<file path="config.mk">
export PLATFORM = sky130hd
export DESIGN_NAME = ps2_key_sender
export DESIGN_NICKNAME = d
export VERILOG_FILES = /design/src/rtl/ps2_key_sender.sv
export SDC_FILE = /design/constraint.sdc
export NUM_CORES = 1
export LEC_CHECK = 0
export ABC_AREA = 1
export BUFFER_PORTS_ARGS = -buffer_cell sky130_fd_sc_hd__buf_2
export CAP_MARGIN = 20
export CORE_UTILIZATION = 30
export DETAILED_ROUTE_END_ITERATION = 10
export GPL_ROUTABILITY_DRIVEN = 0
export PLACE_DENSITY = 0.55
export SLEW_MARGIN = 10
export SYNTH_ARGS = -nofsm -noshare
export SYNTH_HDL_FRONTEND = slang
export SYNTH_SLANG_ARGS = --single-unit
</file>
<file path="constraint.sdc">
create_clock -name clk -period 3.5 [get_ports clk]
set_input_delay 0.35 -clock clk [delete_from_list [all_inputs] [get_ports clk]]
set_output_delay 0.35 -clock clk [all_outputs]
set_load 0.03 [all_outputs]
</file>
<file path="src/rtl/ps2_key_sender.sv">
// Keypad emulator: maps one ASCII calculator character to its PS/2 Set-2
// make code and plays make / F0 / make out as device-to-host frames.
module ps2_key_sender #(
   parameter int CLK_DIV    = 4,
   parameter int GAP_CYCLES = 8,
   parameter int SEND_BREAK = 1
) (
   input  logic       clk,
   input  logic       rst_n,
   input  logic       char_valid,
   input  logic [7:0] char_in,
   output logic       ready,
   output logic       done,
   output logic       bad_char,
   output logic       ps2_clk,
   output logic       ps2_data
);

   localparam int CW = $clog2(2 * CLK_DIV);
   localparam int GW = (GAP_CYCLES > 1) ? $clog2(GAP_CYCLES) : 1;
   localparam logic [CW-1:0] HALF      = CW'(CLK_DIV);
   localparam logic [CW-1:0] CYC_LAST  = CW'(2 * CLK_DIV - 1);
   localparam logic [GW-1:0] GAP_LAST  = GW'(GAP_CYCLES - 1);
   localparam logic [1:0]    BYTE_LAST = (SEND_BREAK != 0) ? 2'd2 : 2'd0;

   typedef enum logic [2:0] {S_IDLE, S_LOAD, S_BIT, S_GAP, S_FINISH} state_t;

   state_t        state_q, state_d;
   logic [CW-1:0] cyc_q, cyc_d;
   logic [3:0]    bit_q, bit_d;
   logic [GW-1:0] gap_q, gap_d;
   logic [1:0]    byte_q, byte_d;
   logic [7:0]    code_q, code_d;
   logic          bad_q, bad_d;
   logic          ps2_clk_q, ps2_clk_d;
   logic          ps2_data_q, ps2_data_d;

   logic [8:0]  map;
   logic        accept;
   logic        line_active;
   logic [7:0]  tx_byte;
   logic [10:0] frame;

   // {mapped, scan code}
   function automatic logic [8:0] map_char(input logic [7:0] c);
      case (c)
         8'h30:   map_char = {1'b1, 8'h70};
         8'h31:   map_char = {1'b1, 8'h69};
         8'h32:   map_char = {1'b1, 8'h72};
         8'h33:   map_char = {1'b1, 8'h7A};
         8'h34:   map_char = {1'b1, 8'h6B};
         8'h35:   map_char = {1'b1, 8'h73};
         8'h36:   map_char = {1'b1, 8'h74};
         8'h37:   map_char = {1'b1, 8'h6C};
         8'h38:   map_char = {1'b1, 8'h75};
         8'h39:   map_char = {1'b1, 8'h7D};
         8'h2B:   map_char = {1'b1, 8'h79};
         8'h2A:   map_char = {1'b1, 8'h7C};
         8'h3E:   map_char = {1'b1, 8'h49};
         8'h3C:   map_char = {1'b1, 8'h41};
         8'h59:   map_char = {1'b1, 8'h5A};
         8'h4E:   map_char = {1'b1, 8'h76};
         default: map_char = 9'h000;
      endcase
   endfunction

   always_comb begin
      state_d = state_q;
      cyc_d   = cyc_q;
      bit_d   = bit_q;
      gap_d   = gap_q;
      byte_d  = byte_q;
      code_d  = code_q;
      bad_d   = 1'b0;
      ready   = (state_q == S_IDLE) || (state_q == S_FINISH);
      done    = (state_q == S_FINISH);
      map     = map_char(char_in);
      accept  = ready && char_valid;

      case (state_q)
         S_IDLE, S_FINISH: begin
            state_d = S_IDLE;
            if (accept) begin
               if (map[8]) begin
                  state_d = S_LOAD;
                  code_d  = map[7:0];
                  cyc_d   = '0;
                  bit_d   = '0;
                  byte_d  = '0;
               end else begin
                  bad_d = 1'b1;
               end
            end
         end
         // LOAD is the first cycle of byte 0's start bit
         S_LOAD, S_BIT: begin
            state_d = S_BIT;
            if (cyc_q == CYC_LAST) begin
               cyc_d = '0;
               if (bit_q == 4'd10) begin
                  state_d = S_GAP;
                  gap_d   = '0;
               end else begin
                  bit_d = bit_q + 4'd1;
               end
            end else begin
               cyc_d = cyc_q + 1'b1;
            end
         end
         S_GAP: begin
            if (gap_q == GAP_LAST) begin
               if (byte_q == BYTE_LAST) begin
                  state_d = S_FINISH;
               end else begin
                  state_d = S_BIT;
                  byte_d  = byte_q + 2'd1;
                  bit_d   = '0;
                  cyc_d   = '0;
               end
            end else begin
               gap_d = gap_q + 1'b1;
            end
         end
         default: state_d = S_IDLE;
      endcase

      // Line flops are loaded from the next-state view so they line up with it.
      tx_byte     = (byte_d == 2'd1) ? 8'hF0 : code_d;
      frame       = {1'b1, ~^tx_byte, tx_byte, 1'b0};
      line_active = (state_d == S_LOAD) || (state_d == S_BIT);
      ps2_clk_d   = line_active ? (cyc_d < HALF) : 1'b1;
      ps2_data_d  = line_active ? frame[bit_d] : 1'b1;
   end

   always_ff @(posedge clk) begin
      if (!rst_n) begin
         state_q    <= S_IDLE;
         cyc_q      <= '0;
         bit_q      <= '0;
         gap_q      <= '0;
         byte_q     <= '0;
         code_q     <= '0;
         bad_q      <= 1'b0;
         ps2_clk_q  <= 1'b1;
         ps2_data_q <= 1'b1;
      end else begin
         state_q    <= state_d;
         cyc_q      <= cyc_d;
         bit_q      <= bit_d;
         gap_q      <= gap_d;
         byte_q     <= byte_d;
         code_q     <= code_d;
         bad_q      <= bad_d;
         ps2_clk_q  <= ps2_clk_d;
         ps2_data_q <= ps2_data_d;
      end
   end

   assign bad_char = bad_q;
   assign ps2_clk  = ps2_clk_q;
   assign ps2_data = ps2_data_q;

endmodule

</file>
==> impl_metrics.py, run 1 <==
metrics = {
    "routing": {
        "wire_per_inst_um": 10.8,
        "avgViaCountPerCell": 4.76,
        "routed_wl_mm": 4.09,
        "drcViolationCount": 0,
        "drtIter0Drc": 80,
        "antenna_left": 0,
        "vias": 1805,
        "firstDrtPassIters": 4,
    },
    "timing": {
        "rsz0062_at_grt": "false",
        "tightest_slew_ns": 0.687,
        "setup_violations": 0,
        "finalHoldViolCount": 0,
        "slew_viol_final": 0,
        "period_share_pct": 68.9,
        "finalCriticalPeriod_ns": 2.41,
        "fin_tns_setup_ns": 0,
        "fmax_ghz": 0.414,
        "fin_skew_ns": 0.000752,
        "relSlewSlack_pct": 54.2,
    },
    "placed_design": {
        "io_buffers": 15,
        "dp_hpwl_mm": 3.21,
    },
    "floorplanning": {
        "dieArea_sq_um": 6510,
        "io_pins": 16,
        "initial_core_util_pct": 31.2,
        "fp.coreArea_sq_um": 5960,
        "die_w_um": 80.7,
        "die_h_um": 80.7,
        "num_rows": 28,
    },
    "clock_network": {
        "clk_latency_ns": 0.28,
        "clock_sinks": 26,
        "clockRootBuffer": "clkbuf_8",
        "cts_buffers": 3,
        "clk_pin_slew_ns": 0.09,
        "tritoncts": "yes",
        "htreeDepth": 1,
        "hold_buffers": 0,
        "cts_resized": 0,
        "post_cts_buffers": 0,
        "cts_buffer_depth": 2,
    },
    "global_routing": {
        "grt_max_degree": 22,
        "grt_antenna_before_repair": 0,
        "grt.overflow.total": 0,
        "grt_pass1_wl_mm": 7.38,
        "grt_use_total_pct": 14.4,
        "grt_pass1_vias": 1726,
    },
    "worst_setup_path": {
        "end_kind": "flip-flop",
        "crit_chain": "ha_1, ha_1, inv_1, nand2_1, o21ai_0, a211oi_1, o21ai_4, a21oi_2, nor2_1, nand3_1, nand3_1, nand2_1, a21oi_1, nor2_1, nand2_1",
        "r2r_start": "gap_q[0]",
        "worstSetupStartpointType": "flip-flop",
        "worst_path_dominant_cell_family": "compound AO/OA/AOI/OAI gates",
        "cp_num_buf_inv": 1,
        "critPathMaxStageDelay_ns": 0.37,
        "crit_type": "reg -> reg",
        "rr_endpoint": "ps2_data",
        "crit_path_frequent_cell": "nand2_1",
        "worst-path-max-fanout": 8,
        "slowest_stage": "dfxtp_1",
        "worst_ep_arrival_time_ns": 2.59,
        "worstPathRequired_ns": 3.68,
        "r2r_cells": 15,
        "rrSetupSlack_ns": 1.09,
    },
    "finish": {
        "n_fill_cell": 670,
        "final_cell_mix": "70 x nand2_1, 40 x nor2_1, 34 x inv_1",
        "fin_nets": 325,
        "final_common_cell": "nand2_1",
        "antenna_cells": 0,
        "area_growth_pct": 9.49,
        "post-route-util_pct": 34.2,
        "multi_input_area_sq_um": 1130,
        "seqCellArea_sq_um": 520,
        "layout-drive-gt1-share_pct": 17.1,
    },
    "power": {
        "power_density_nw_per_um2": 271,
        "ir_drop_uv": 135,
        "cellLeakagePower_uw": 0.00103,
    },
    "synthesis": {
        "postSynthAreaPerCell_sq_um": 6.38,
        "yosysTopAreaCell": "dfxtp_1",
        "synth_top_family_by_area": "simple AND/OR/NAND/NOR gates",
        "synth_xor_area_share_pct": 0.943,
        "synthMuxAreaShare_pct": 0,
        "seq_area_frac_synth_pct": 28.0,
        "syn_inst": 291,
        "synthSimpleGateAreaFrac_pct": 40.3,
        "netlist.area_leader.share_pct": 28.0,
        "synth_compound_area_share_pct": 14.5,
        "synthAdderAreaFrac_pct": 5.39,
        "syn_nets": 310,
        "synth_area_leaders": "dfxtp_1 28%, nand2_1 14%, nor2_1 8.1%, nand3_1 7.0%, inv_1 6.9%",
        "yosysUniqueCellTypes": 35,
        "yosysWarnings": 0,
        "syn_area_sq_um": 1860,
        "synth_seq_cells": 26,
    },
    "hold_path": {
        "hp-class": "in -> reg",
        "hp-start": "rst_n",
        "min_to": "gap_q[2]",
        "min_delay_path_depth": 3,
    },
    "run": {
        "cap_viol_max_count": 0,
    },
    "outcome": {
        "outcome": "completed",
    },
}
[cell type report]
cell class,instances,share of cell area (%)
multi-input cells,215,55.8
flip-flops and latches,26,25.6
inverters,45,8.30
well taps,75,4.61
repair buffers,15,3.69
clock buffers,3,2.03
[sequential cells by signal (all words and copies together) (netlist names)]
register / flops
code_q: 8
ps2_data: 1
cyc_q: 3
ps2_clk: 1
byte_q: 2
bad_char: 1
bit_q: 4
gap_q: 3
state_q: 3
[cell usage after synthesis, drive strengths merged]
| cell type | n |
|---|---|
| dfxtp | 26 |
| a32oi | 1 |
| a211oi | 2 |
| o211a | 1 |
| nand4 | 4 |
| or2 | 1 |
| nand3 | 28 |
| a21oi | 11 |
| nand2 | 79 |
| nor3 | 6 |
| ha | 8 |
| o21ai | 17 |
| a31oi | 2 |
| clkbuf | 3 |
| nor4 | 1 |
| buf | 2 |
| xnor2 | 2 |
| o211ai | 4 |
| o31ai | 1 |
| a22oi | 2 |
| inv | 45 |
| nor2 | 44 |
| nand3b | 1 |
[metal layers]
metal / global-route usage, % / part of all wire (%)
met2: 25.1 / 45
met1: 17.8 / 51
met3: 2.39 / 2.3
met4: 4.82 / 1.2
met5: 0 / 0
[stage by stage]
stage               hold WS [ns]  worst slack [ns]  power, uW  instance area, sq um  std cells
global route               0.353             0.740        577                  2030        379
floorplan                  0.458              1.25        360                  1860        291
detailed placement         0.487             0.996        381                  1990        376
CTS                        0.342              1.10        557                  2030        379
finish                     0.345              1.09        551                  2030        379
global placement           0.484              1.02        381                  1990        376
[how the worst max path moves through the flow]
stage                     to       start  cells past startpoint  slack (ns)
floorplan           ps2_data  state_q[1]                     12        1.25
global placement    ps2_data  char_in[6]                     19        1.02
detailed placement  ps2_data  char_in[6]                     21         1.0
CTS                 ps2_data    gap_q[0]                     15        1.10
global route        ps2_data    gap_q[0]                     15        0.74
finish              ps2_data    gap_q[0]                     15        1.09
[worst reg2reg max path: stages (launching register included)]
cell and delay, ns:
dfxtp_1 0.37, ha_1 0.18, ha_1 0.16, inv_1 0.09
nand2_1 0.11, o21ai_0 0.08, a211oi_1 0.31, o21ai_4 0.15
a21oi_2 0.32, nor2_1 0.12, nand3_1 0.08, nand3_1 0.07
nand2_1 0.07, a21oi_1 0.04, nor2_1 0.09, nand2_1 0.05
[where the power goes]
group / switching [uW] / total (uW) / leakage, uW / internal [uW]
clock network: 99.5 / 177 / 0.0000216 / 77.5
registers: 1.21 / 300 / 0.000210 / 299
logic: 50.8 / 73.6 / 0.000800 / 22.9
total: 152 / 551 / 0.00103 / 400
[cells by family (layout without fill, tap and decap cells)]
logic type,Yosys count,in the layout
AND/OR/NAND/NOR,164,164
AO/OA/AOI/OAI,41,41
flip-flops,26,26
buffers and inverters,50,63
adder cells (fa/ha/maj),8,8
XOR/XNOR,2,2
Note: power is estimated with default switching activity, not from simulation.
==> inputs of run 2 (changes only) <==
==> constraint.sdc (replaced) <==
create_clock -name clk -period 2.3 [get_ports clk]
set_input_delay 0.23 -clock clk [delete_from_list [all_inputs] [get_ports clk]]
set_output_delay 0.23 -clock clk [all_outputs]
set_load 0.03 [all_outputs]
==> run 2 against run 1 <==
- flip-flop and latch count stayed put
- non-clock buffer count is 13 higher
- maximum frequency is 13% higher
- first-iteration DRC count is 21% higher
- sequential power is 52% higher
- count of clock-buffer cells in the layout is 1 higher
- register-to-register slack worse by 0.93 ns
- via count is 2.9% higher
- wire length is 9.0% higher
- total power is 60% higher
- largest cell class unchanged
- highest routed layer unchanged
==> impl_metrics.py, run 2 (synthesis gave the netlist of run 1 again) <==
metrics = {
    "timing": {
        "period_share_pct": 93.1,
        "tightest_slew_ns": 0.666,
        "finalHoldViolCount": 0,
        "relSlewSlack_pct": 55.6,
        "slew_viol_final": 0,
        "fin_skew_ns": 0.00538,
        "fmax_ghz": 0.467,
        "fin_tns_setup_ns": 0,
        "finalCriticalPeriod_ns": 2.14,
        "setup_violations": 0,
        "whs_ns": 0.238,
    },
    "placed_design": {
        "dp_hpwl_mm": 3.40,
        "io_buffers": 15,
        "placedInstanceArea_sq_um": 2080,
    },
    "power": {
        "power_density_nw_per_um2": 393,
        "ir_drop_uv": 269,
        "cellLeakagePower_uw": 0.00110,
    },
    "worst_setup_path": {
        "end_kind": "flip-flop",
        "worst_ep_arrival_time_ns": 2.37,
        "rrSetupSlack_ns": 0.16,
        "worstPathRequired_ns": 2.53,
        "worst-path-max-fanout": 6,
        "worstSetupStartpointType": "flip-flop",
        "crit_type": "reg -> reg",
    },
    "global_routing": {
        "grt_pass1_wl_mm": 7.57,
        "grt_antenna_before_repair": 0,
        "grt_pass1_vias": 1677,
        "grt.overflow.total": 0,
        "grt_use_total_pct": 14.8,
        "grt_max_degree": 22,
    },
    "floorplanning": {
        "dieArea_sq_um": 6510,
        "num_rows": 28,
        "io_pins": 16,
        "fp.coreArea_sq_um": 5960,
        "die_w_um": 80.7,
        "die_h_um": 80.7,
        "initial_core_util_pct": 31.2,
    },
    "finish": {
        "final_cell_mix": "68 x nand2_1, 36 x nor2_1, 34 x inv_1",
        "design_area_sq_um": 2240,
        "area_growth_pct": 20.7,
        "n_fill_cell": 659,
        "layout-drive-gt1-share_pct": 26.0,
        "multi_input_area_sq_um": 1220,
        "antenna_cells": 0,
        "fin_nets": 339,
        "top_regs": "code_q: 8 flops, bit_q: 4 flops",
        "largest_reg_flops": 8,
        "final_common_cell": "nand2_1",
        "regMostFlops": "code_q",
        "seqCellArea_sq_um": 529,
    },
    "run": {
        "cap_viol_max_count": 0,
    },
    "clock_network": {
        "clk_pin_slew_ns": 0.10,
        "clockRootBuffer": "clkbuf_8",
        "clock_sinks": 26,
        "htreeDepth": 1,
        "tritoncts": "yes",
        "cts_buffers": 3,
        "cts_buffer_depth": 2,
        "clk_latency_ns": 0.27,
        "hold_buffers": 0,
    },
    "routing": {
        "drtIter0Drc": 97,
        "vias": 1858,
        "wire_per_inst_um": 11.3,
        "antenna_left": 0,
        "routed_wl_mm": 4.46,
        "firstDrtPassIters": 4,
        "avgViaCountPerCell": 4.72,
        "drcViolationCount": 0,
    },
    "hold_path": {
        "hp-class": "in -> reg",
    },
    "outcome": {
        "outcome": "completed",
    },
}
## run 2: path summary, 6_finish.rpt
kind | depth (start not counted) | start | to
worst max-delay path | 18 | gap_q[1] | ps2_data
worst min-delay path | 2 | rst_n | gap_q[0]
worst max register to register | 18 | gap_q[1] | ps2_data
worst min register to register | 2 | cyc_q[1] | cyc_q[1]
## run 2: repair_timing
action,CTS,global route
setup buffers,0,1
resized for setup,0,26
endpoints found under the setup margin,0,1
## run 2: worst max-delay path, stage by stage (launching register included)
cell and delay (ns):
dfxtp_2 0.36, ha_4 0.14, ha_4 0.12, inv_1 0.05, nand2_2 0.07, o21ai_1 0.06
a211oi_1 0.21, buf_4 0.15, o21ai_4 0.08, a21oi_4 0.20, buf_6 0.14, inv_1 0.04
nand2_1 0.05, nand3_1 0.07, nand3_1 0.06, nand2_1 0.06, a21oi_2 0.13, nor2_2 0.06
nand2_1 0.06
## run 2: cell type report
| cell class | count | share of cell area [%] |
|---|---|---|
| well taps | 75 | 4.18 |
| flip-flops and latches | 26 | 23.6 |
| clock buffers | 4 | 2.45 |
| repair buffers | 28 | 7.86 |
| multi-input cells | 216 | 54.3 |
| inverters | 45 | 7.64 |
## run 2: power breakdown
group          leakage, uW  internal (uW)  total [uW]  switching (uW)
registers         0.000213            454         456            1.80
clock network    0.0000288            153         305             151
logic             0.000860           40.0         120            80.1
## run 2: layer usage
layer / GRT usage (%) / share of wire [%] / vias to the layer above
li1: - / - / 993
met1: 19.3 / 49 / 847
met2: 25.4 / 48 / 16
met3: 2.05 / 1.6 / 2
met4: 3.75 / 0.79 / 0
met5: 0 / 0 / -
## run 2: per-stage QoR
step	cells	utilization (%)	total power, uW	worst slack (ns)
floorplan	291	-	548	0.0550
global placement	388	35.0	586	0.0271
detailed placement	388	35.0	587	0.0214
CTS	392	35.9	893	0.0500
global route	394	37.7	930	-0.0217
finish	394	37.7	881	0.159
